## config.mk

```make
export PLATFORM = sky130hd
export DESIGN_NAME = q_desc_fifo
export DESIGN_NICKNAME = d
export VERILOG_FILES = /design/src/rtl/q_pkg.sv /design/src/rtl/go_rise_det.sv /design/src/rtl/q_desc_fifo.sv
export SDC_FILE = /design/constraint.sdc
export NUM_CORES = 1
export LEC_CHECK = 0
export CORE_MARGIN = 2
export CORE_UTILIZATION = 40
export CTS_CLUSTER_DIAMETER = 60
export CTS_CLUSTER_SIZE = 28
export DETAILED_ROUTE_END_ITERATION = 8
export GPL_ROUTABILITY_DRIVEN = 1
export PLACE_DENSITY = 0.7
export SLEW_MARGIN = 20
export SYNTH_ARGS = -nofsm -noshare
export SYNTH_HDL_FRONTEND = slang
export SYNTH_SLANG_ARGS = --single-unit
```

## constraint.sdc

```tcl
create_clock -name clk -period 3.45 [get_ports clk]
set_clock_uncertainty 0.1 [all_clocks]
set_input_delay 0.5175 -clock clk [delete_from_list [all_inputs] [get_ports clk]]
set_output_delay 0.5175 -clock clk [all_outputs]
set_load 0.01 [all_outputs]
```

## src/rtl/q_pkg.sv

```systemverilog
// Shared traffic-class codes and default widths for the per-class descriptor queues.
package q_pkg;
    localparam logic [1:0] P_PCF = 2'b00;
    localparam logic [1:0] P_TT  = 2'b01;
    localparam logic [1:0] P_RC  = 2'b11;
    localparam logic [1:0] P_BE  = 2'b10;

    localparam int LEN_W_DEF = 8;
    localparam int CNT_W_DEF = 8;
endpackage

```

## src/rtl/go_rise_det.sv

```systemverilog
// Rising-edge detector on a grant level; a level held high yields a single pulse.
module go_rise_det (
    input  logic clk,
    input  logic rst_n,
    input  logic level,
    output logic pulse
);
    logic prev_q, prev_d;

    always_comb begin
        prev_d = level;
        pulse  = level & ~prev_q;
    end

    always_ff @(posedge clk or negedge rst_n) begin
        if (!rst_n) prev_q <= 1'b0;
        else        prev_q <= prev_d;
    end
endmodule

```

## src/rtl/q_desc_fifo.sv

```systemverilog
// Per-class packet-descriptor FIFO feeding q_server_3_states: occupancy, head length,
// one pop per grant rising edge, sticky error flags.
module q_desc_fifo
    import q_pkg::*;
#(
    parameter logic [1:0] P_CLASS = P_TT,
    parameter int         AW      = 4,
    parameter int         LEN_W   = LEN_W_DEF,
    parameter int         CNT_W   = CNT_W_DEF
) (
    input  logic             clk,
    input  logic             rst_n,
    input  logic             flush,
    input  logic             enq,
    input  logic [LEN_W-1:0] enq_len,
    input  logic             bool_go,
    output logic [CNT_W-1:0] cur_value,
    output logic [LEN_W-1:0] pkt_len,
    output logic             full,
    output logic             empty,
    output logic             err_ovf,
    output logic             err_udf,
    output logic             err_zlen,
    output logic [1:0]       class_id
);
    localparam int         DEPTH = 2**AW;
    localparam logic [AW:0] CAP  = {1'b1, {AW{1'b0}}};

    logic [LEN_W-1:0] mem_q [DEPTH];
    logic [AW-1:0]    rd_ptr_q, rd_ptr_d, wr_ptr_q, wr_ptr_d;
    logic [AW:0]      count_q, count_d;
    logic [LEN_W-1:0] pkt_len_q, pkt_len_d;
    logic             err_ovf_q, err_ovf_d, err_udf_q, err_udf_d, err_zlen_q, err_zlen_d;
    logic             go_pulse, is_full, is_empty, push, pop;

    go_rise_det u_go_rise (
        .clk   (clk),
        .rst_n (rst_n),
        .level (bool_go),
        .pulse (go_pulse)
    );

    assign is_full  = (count_q == CAP);
    assign is_empty = (count_q == '0);
    // Full-ness is judged before this cycle's pop, so full+push+pop drops the push.
    assign push     = enq & ~is_full & (enq_len != '0);
    assign pop      = go_pulse & ~is_empty;

    always_comb begin
        rd_ptr_d   = rd_ptr_q;
        wr_ptr_d   = wr_ptr_q;
        count_d    = count_q;
        pkt_len_d  = pkt_len_q;
        err_ovf_d  = err_ovf_q;
        err_udf_d  = err_udf_q;
        err_zlen_d = err_zlen_q;

        if (flush) begin
            rd_ptr_d   = '0;
            wr_ptr_d   = '0;
            count_d    = '0;
            pkt_len_d  = '0;
            err_ovf_d  = 1'b0;
            err_udf_d  = 1'b0;
            err_zlen_d = 1'b0;
        end else begin
            if (enq && is_full)           err_ovf_d  = 1'b1;
            if (enq && enq_len == '0)     err_zlen_d = 1'b1;
            if (go_pulse && is_empty)     err_udf_d  = 1'b1;
            if (pop)  rd_ptr_d = rd_ptr_q + 1'b1;
            if (push) wr_ptr_d = wr_ptr_q + 1'b1;
            count_d = count_q + {{AW{1'b0}}, push} - {{AW{1'b0}}, pop};

            // The new head is either an already-stored entry or the one being written now.
            if (count_d == '0)
                pkt_len_d = '0;
            else if (push && rd_ptr_d == wr_ptr_q)
                pkt_len_d = enq_len;
            else
                pkt_len_d = mem_q[rd_ptr_d];
        end
    end

    always_ff @(posedge clk) begin
        if (push && !flush) mem_q[wr_ptr_q] <= enq_len;
    end

    always_ff @(posedge clk or negedge rst_n) begin
        if (!rst_n) begin
            rd_ptr_q   <= '0;
            wr_ptr_q   <= '0;
            count_q    <= '0;
            pkt_len_q  <= '0;
            err_ovf_q  <= 1'b0;
            err_udf_q  <= 1'b0;
            err_zlen_q <= 1'b0;
        end else begin
            rd_ptr_q   <= rd_ptr_d;
            wr_ptr_q   <= wr_ptr_d;
            count_q    <= count_d;
            pkt_len_q  <= pkt_len_d;
            err_ovf_q  <= err_ovf_d;
            err_udf_q  <= err_udf_d;
            err_zlen_q <= err_zlen_d;
        end
    end

    assign cur_value = CNT_W'(count_q);
    assign pkt_len   = pkt_len_q;
    assign full      = is_full;
    assign empty     = is_empty;
    assign err_ovf   = err_ovf_q;
    assign err_udf   = err_udf_q;
    assign err_zlen  = err_zlen_q;
    assign class_id  = P_CLASS;
endmodule

```

==> metrics.txt, run 1 <==
port bufs=30; Peak VDD IR=0.396 mV; RD Place Congestion=0.865; Num CTS Buffers=17; clock-pin slew on the worst setup and hold paths=60 ps; status=finished, violations left; nets@finish=547; most frequent cells after synthesis=edfxtp_1 (128), mux4_2 (64), dfrtp_1 (25); placed cell count=733; Non-Filler Instances=767; Total Power=5.73 mW; Die ar.=19900 um^2; All-Layer GR Usage=18.9%; distinct cell type count after synthesis=50; largest area contributor in the netlist=edfxtp_1; Detailed Route Iter0 Violations=702; DRT Wirelength=17900 um; Crit Path Category=in -> reg; Core Box Area=18600 um^2; final number of setup-violating endpoints=0; CP startpoint=enq_len[1]; Area Growth Syn to Fin=16.9%; top_reg_cell synth=edfxtp_1; final worst slack=141 ps; Seq/Total Area, Yosys=59.5%; critical path capture point type=flip-flop; Die Wd=141 um; Period minus WS final=3310 ps; Critical Path RT=3690 ps; CTS tree=built; Area contributors post-synth=edfxtp_1 (51%), mux4_2 (19%), dfrtp_1 (8.3%); Synth async-reset ratio=16.3%; I/O Pins=36; fin crit share=95.9%; chip height=141 um; max-cap viol count=0; Seq cells post-synth=153; EDFF count, synth=128; Avg WL per Cell=23.4 um; DP HPWL=12100 um; Slew @ Worst Pin=886 ps; DRC=0; area share of the largest cell type after synthesis=51.2%; layout filler cell count=1514; H-tree level count=4; PwrDens=652 nW/um^2; final slew viol count=0; fmax=0.302 GHz; Synth Area per Inst=15.9 um^2; Clk Tree Root Cell=clkbuf_16; initial antenna violation count=0; Worst slew margin=40.7%; Worst-Skew Late Latency=440 ps; largest net degree at the start of global routing=73; violated checks=negative hold slack; most frequent cell after synthesis=edfxtp_1; final hold violation count=25; hold crit path type=in -> async; hold slack=-20.3 ps; Clock Tree Buf Depth=2; first-pass GRT wire length=27500 um; First-pass DRT Iterations=5; vias=4619; CP Max Fanout=5; synthesis warning total=0; RSZ-0062 raised after global routing=no; Post-Synthesis Cells=473; Antenna Cells=0; Starting Density=40.4%; Via-to-Cell Ratio=6.02; Pleak=2.93 nW; Worst Path Arrival=3550 ps; vias in the first global route=4535; GRT Residual Overflow=0; CP Launch Type=primary input; layout cell share with drive strength beyond 1=28.0%; row cnt=50; r2r startpoint=count_q[2]; worst slack, placed=-552 ps; clock sink count=153; Post-Syn Area=7510 um^2; antenna viol nets, final=0
path summary, 6_finish.rpt:
| check | end | slack, ps | cells after the start |
|---|---|---|---|
| setup / recovery | pkt_len[1] | 140 | 17 |
| hold / removal | rd_ptr_q[0] | -20 | 1 |
| setup reg to reg | pkt_len[1] | 170 | 16 |
| hold reg to reg | err_udf | 410 | 2 |
| max in group asynchronous | rd_ptr_q[0] | 2850 | 1 |
| min in group clk | mem_q[6][5] | 310 | 2 |
report_power, final:
group	total (mW)	internal (mW)	switching [mW]
clock	1.69	0.973	0.717
combinational	1.85	0.926	0.924
sequential	2.19	2.11	0.0715
cell families after synthesis:
logic type / share of synthesized area (%)
AOI/OAI and AO/OA: 7.36
xor gates and xnor gates: 1.52
adders and majority gates: 2.10
buffers and inverters: 3.08
DFF: 59.5
muxes: 19.3
other: 0.100
and+or+nand+nor: 7.03
through the flow:
step           setup TNS, ps  area, um^2  utilization [%]
2_1_floorplan              0        7540                -
3_3_place_gp           -2740        8190             44.1
3_5_place_dp           -3950        8190             44.1
4_1_cts                    0        8740             47.0
5_1_grt                    0        8780             47.3
6_report                   0        8780             47.3
routing by layer:
metal / global-route usage, % / vias to the layer above / wire length, um / share of wire [%]
met3: 5.33 / 24 / 1350 / 7.5
met5: 0 / - / 0 / 0
met4: 5.26 / 0 / 277 / 1.5
li1: - / 1995 / - / -
met1: 26.7 / 2388 / 7910 / 44
met2: 28.9 / 212 / 8400 / 47
flip-flops by register name, indices dropped and copies added (netlist names):
| name | cells |
|---|---|
| count_q | 5 |
| err_ovf | 1 |
| rd_ptr_q | 4 |
| err_zlen | 1 |
| wr_ptr_q | 4 |
| mem_q | 128 |
| u_go_rise.prev_q | 1 |
| err_udf | 1 |
| pkt_len | 8 |
worst max-delay path, stage by stage:
cell and delay, ps:
clkdlybuf4s50_1 490, nor4_1 320, buf_4 170, nand2_1 90, and3_4 200, inv_2 50
ha_1 120, inv_1 40, ha_2 170, fa_2 350, a21oi_2 120, o21bai_1 90
xnor2_1 160, a41oi_2 220, buf_4 170, o31ai_1 70, a31oi_1 180
cell usage in the layout (no fill, tap or decap), types with 12 or more instances in the layout:
cell	Yosys	routed
clkbuf_16	0	17
clkdlybuf4s50_1	0	27
dfrtp_1	25	24
buf_4	6	29
mux4_2	64	64
nor2_1	23	23
a21oi_1	17	16
nand3_1	12	12
nand2_1	17	17
edfxtp_1	128	128
area by class of cell:
type / count / area [um^2] / share of cell area [%]
Clock inverter: 13 / 108 / 1.23
Tap cell: 234 / 293 / 3.33
Inverter: 13 / 48.8 / 0.556
Clock buffer: 17 / 425 / 4.85
Multi-Input combinational cell: 275 / 2860 / 32.6
Timing Repair Buffer: 62 / 569 / 6.48
Sequential cell: 153 / 4470 / 50.9
repair_timing:
item                       CTS  global route
hold buffers                 0             0
setup endpoints to repair    8             8
setup buffers                2             2
pin swaps                    1             6
resized for setup            1             9
Note: power is estimated with default switching activity, not from simulation.
==> run 2: changes to the inputs <==
DONT_BUFFER_PORTS = 1   (was unset)
PLACE_DENSITY = 0.67   (was 0.7)
==> run 2 against run 1 <==
  * The flow now finishes without violations
  * Via count is 0.22% higher
  * Hold slack improved by 70 ps
  * Combinational power shrank 16%
  * Die area did not move
  * Utilization decreased by 1.4 points
  * Sequential power grew 2%
  * Critical endpoint is now pkt_len[5]
  * Largest power group unchanged
==> metrics.txt, run 2 (synthesis results as in run 1) <==
status=finished, final reports clean; DRC=0 (unchanged); RD Place Congestion=0.903 (+4.4%); Die Wd=141 um (unchanged); Clock power frac=35.5% (+6.0 points); row cnt=50 (unchanged); Fin Setup TNS=0 ps (unchanged); CTS tree=built; H-tree level count=4 (unchanged); Num CTS Buffers=17 (unchanged); fmax=0.304 GHz (+0.71%); Worst slew margin=30.6% (-10 points); Die ar.=19900 um^2 (unchanged); All-Layer GR Usage=20.0% (+1.1 points); Core Box Area=18600 um^2 (unchanged); antenna viol nets, final=0 (unchanged); initial antenna violation count=0 (unchanged); Multi-input gate area=2840 um^2 (-0.74%); crit path max-delay cell type=or4b_4; worst path cell trace=inv_2 > ha_2 > or4b_4 > nand2_4 > inv_2 > ha_1 > inv_1 > ha_2 > fa_2 > a21oi_1 > o21bai_1 > xnor2_1 > a41oi_2 > buf_6 > o31ai_1 > a31oi_1; Worst Path Arrival=3450 ps (-100 ps); final slew viol count=0 (unchanged); Slew @ Worst Pin=1040 ps (+155 ps); most common library cell in the layout ignoring fill and taps=edfxtp_1; vias in the first global route=4810 (+6.1%); max FFs per register=128 (unchanged); fin crit share=95.2% (-0.68 points); CP Launch Type=flip-flop; First-pass DRT Iterations=5 (unchanged); Logic pwr share=26.4% (-5.9 points); max-cap viol count=0 (unchanged); Starting Density=40.4% (unchanged); Antenna Cells=0 (unchanged); Via-to-Cell Ratio=6.32 (+5.0%); Clock Tree Buf Depth=2 (unchanged); largest net degree at the start of global routing=42 (-42%); Detailed Route Iter0 Violations=592 (-16%); Pint=4.21 mW (+5.0%); Worst-Skew Late Latency=420 ps (-20 ps); chip height=141 um (unchanged); Clk Tree Root Cell=clkbuf_16; GRT Residual Overflow=0 (unchanged); hold slack=50.1 ps (+70.3 ps); placed cell count=695 (-5.2%); Non-Filler Instances=732 (-4.6%); leading cell types in the layout, fill and taps excluded=edfxtp_1 (128), mux4_2 (64), dfrtp_1 (24); Placed Area=7800 um^2 (-4.7%); Net Sw Frac=28.1% (-1.8 points); nets@finish=511 (-6.6%); sw power=1.65 mW (-4.0%); PwrDens=687 nW/um^2 (+5.3%); Period minus WS final=3290 ps (-23.5 ps); Reg with most FFs=mem_q; Avg WL per Cell=26.0 um (+11%); port bufs=0 (-100%); Critical Path RT=3620 ps (-70 ps); Storage cell area=4470 um^2 (unchanged); Total Power=5.86 mW (+2.3%); critical path capture point type=flip-flop; final hold violation count=0 (-100%); Pleak=2.83 nW (-3.4%); Area Growth Syn to Fin=13.5%; Buf+Inv Stages, Crit Path=4 (-1); Crit Path Category=reg -> reg; first-pass GRT wire length=29100 um (+6.1%); Seq pwr share=38.1% (about the same); hold crit path type=in -> reg; final instance area=8530 um^2 (-2.9%); layout filler cell count=1562 (+3.2%); clock-pin slew on the worst setup and hold paths=60 ps (about the same); Peak VDD IR=0.443 mV (+12%); I/O Pins=36 (unchanged); vias=4629 (+0.22%); Top delay family on crit path=adder cells; CP Max Fanout=8 (+3); RSZ-0062 raised after global routing=no; max incr delay on CP=500 ps (about the same); layout cell share with drive strength beyond 1=27.9% (-0.043 points); DP HPWL=12100 um (-0.18%); DRT Wirelength=19000 um (+5.9%); clock sink count=153 (unchanged); final number of setup-violating endpoints=0 (unchanged)
==> run 2: changes by cell type in the layout (fill, tap and decap cells not counted), moves of 2 or more <==
cell	before	now
clkinvlp_4	5	3
bufinv_16	1	6
clkdlybuf4s50_1	27	0
dlygate4sd3_1	0	2
dlymetal6s2s_1	2	0
buf_4	29	22
==> run 2: power groups by stage <==
stage	Sequential, mW	Combinational [mW]	Clock, mW
after floorplan	2.24	1.19	0
after global placement	2.27	1.46	0
after detailed placement	2.27	1.50	0
after CTS	2.24	1.53	2.10
after global routing	2.24	1.68	2.19
final	2.23	1.55	2.08
==> run 2: per-layer routing <==
metal | part of all wire [%] | track usage, % | routed length (um) | up-vias
met5 | 0 | 0 | 0 | -
met3 | 7.8 | 5.57 | 1490 | 47
met2 | 50 | 32.7 | 9590 | 245
li1 | - | - | - | 1921
met1 | 38 | 25.4 | 7290 | 2416
met4 | 3.3 | 8.00 | 627 | 0
==> run 2: worst reg2reg max path, delay by kind of cell, from the launching register on <==
family	cells	cell delay [ps]
AOI/OAI and AO/OA	5	550
and+or+nand+nor	2	590
adders and majority gates	4	940
DFF	1	400
xor gates and xnor gates	1	230
buffers and inverters	4	330
==> run 2: what timing repair did <==
action | in CTS | in global routing
resized for setup | 0 | 5
cloned | 0 | 0
setup endpoints to repair | 8 | 8
pin swaps | 1 | 2
hold endpoints to repair | 25 | 1
setup buffers | 1 | 2
hold buffers | 2 | 1
==> run 2: path summary, 6_finish.rpt <==
| check | startpoint | end | slack (ps) | cells past startpoint |
|---|---|---|---|---|
| setup / recovery | count_q[2] | pkt_len[5] | 160 | 16 |
| hold / removal | flush | rd_ptr_q[0] | 50 | 1 |
| setup reg to reg | count_q[2] | pkt_len[5] | 160 | 16 |
| hold reg to reg | err_ovf | err_ovf | 460 | 2 |
| max in group asynchronous | rst_n | rd_ptr_q[0] | 2660 | 2 |
| min in group asynchronous | rst_n | rd_ptr_q[0] | 430 | 2 |
==> run 2: layout make-up <==
type,instances,area share (%)
Clock buffer,18,5.03
Timing Repair Buffer,26,2.54
Clock inverter,13,2.64
Inverter,13,0.572
Multi-Input combinational cell,275,33.3
Sequential cell,153,52.5
Tap cell,234,3.43
==> run 2: per-stage QoR <==
| step | setup slack (ps) | utilization (%) |
|---|---|---|
| final | 165 | 45.9 |
| after global placement | 84.7 | 42.0 |
| after detailed placement | -77.1 | 42.0 |
| after floorplan | 2.58 | - |
| after global routing | 11.2 | 45.9 |
| after CTS | 21.3 | 45.7 |
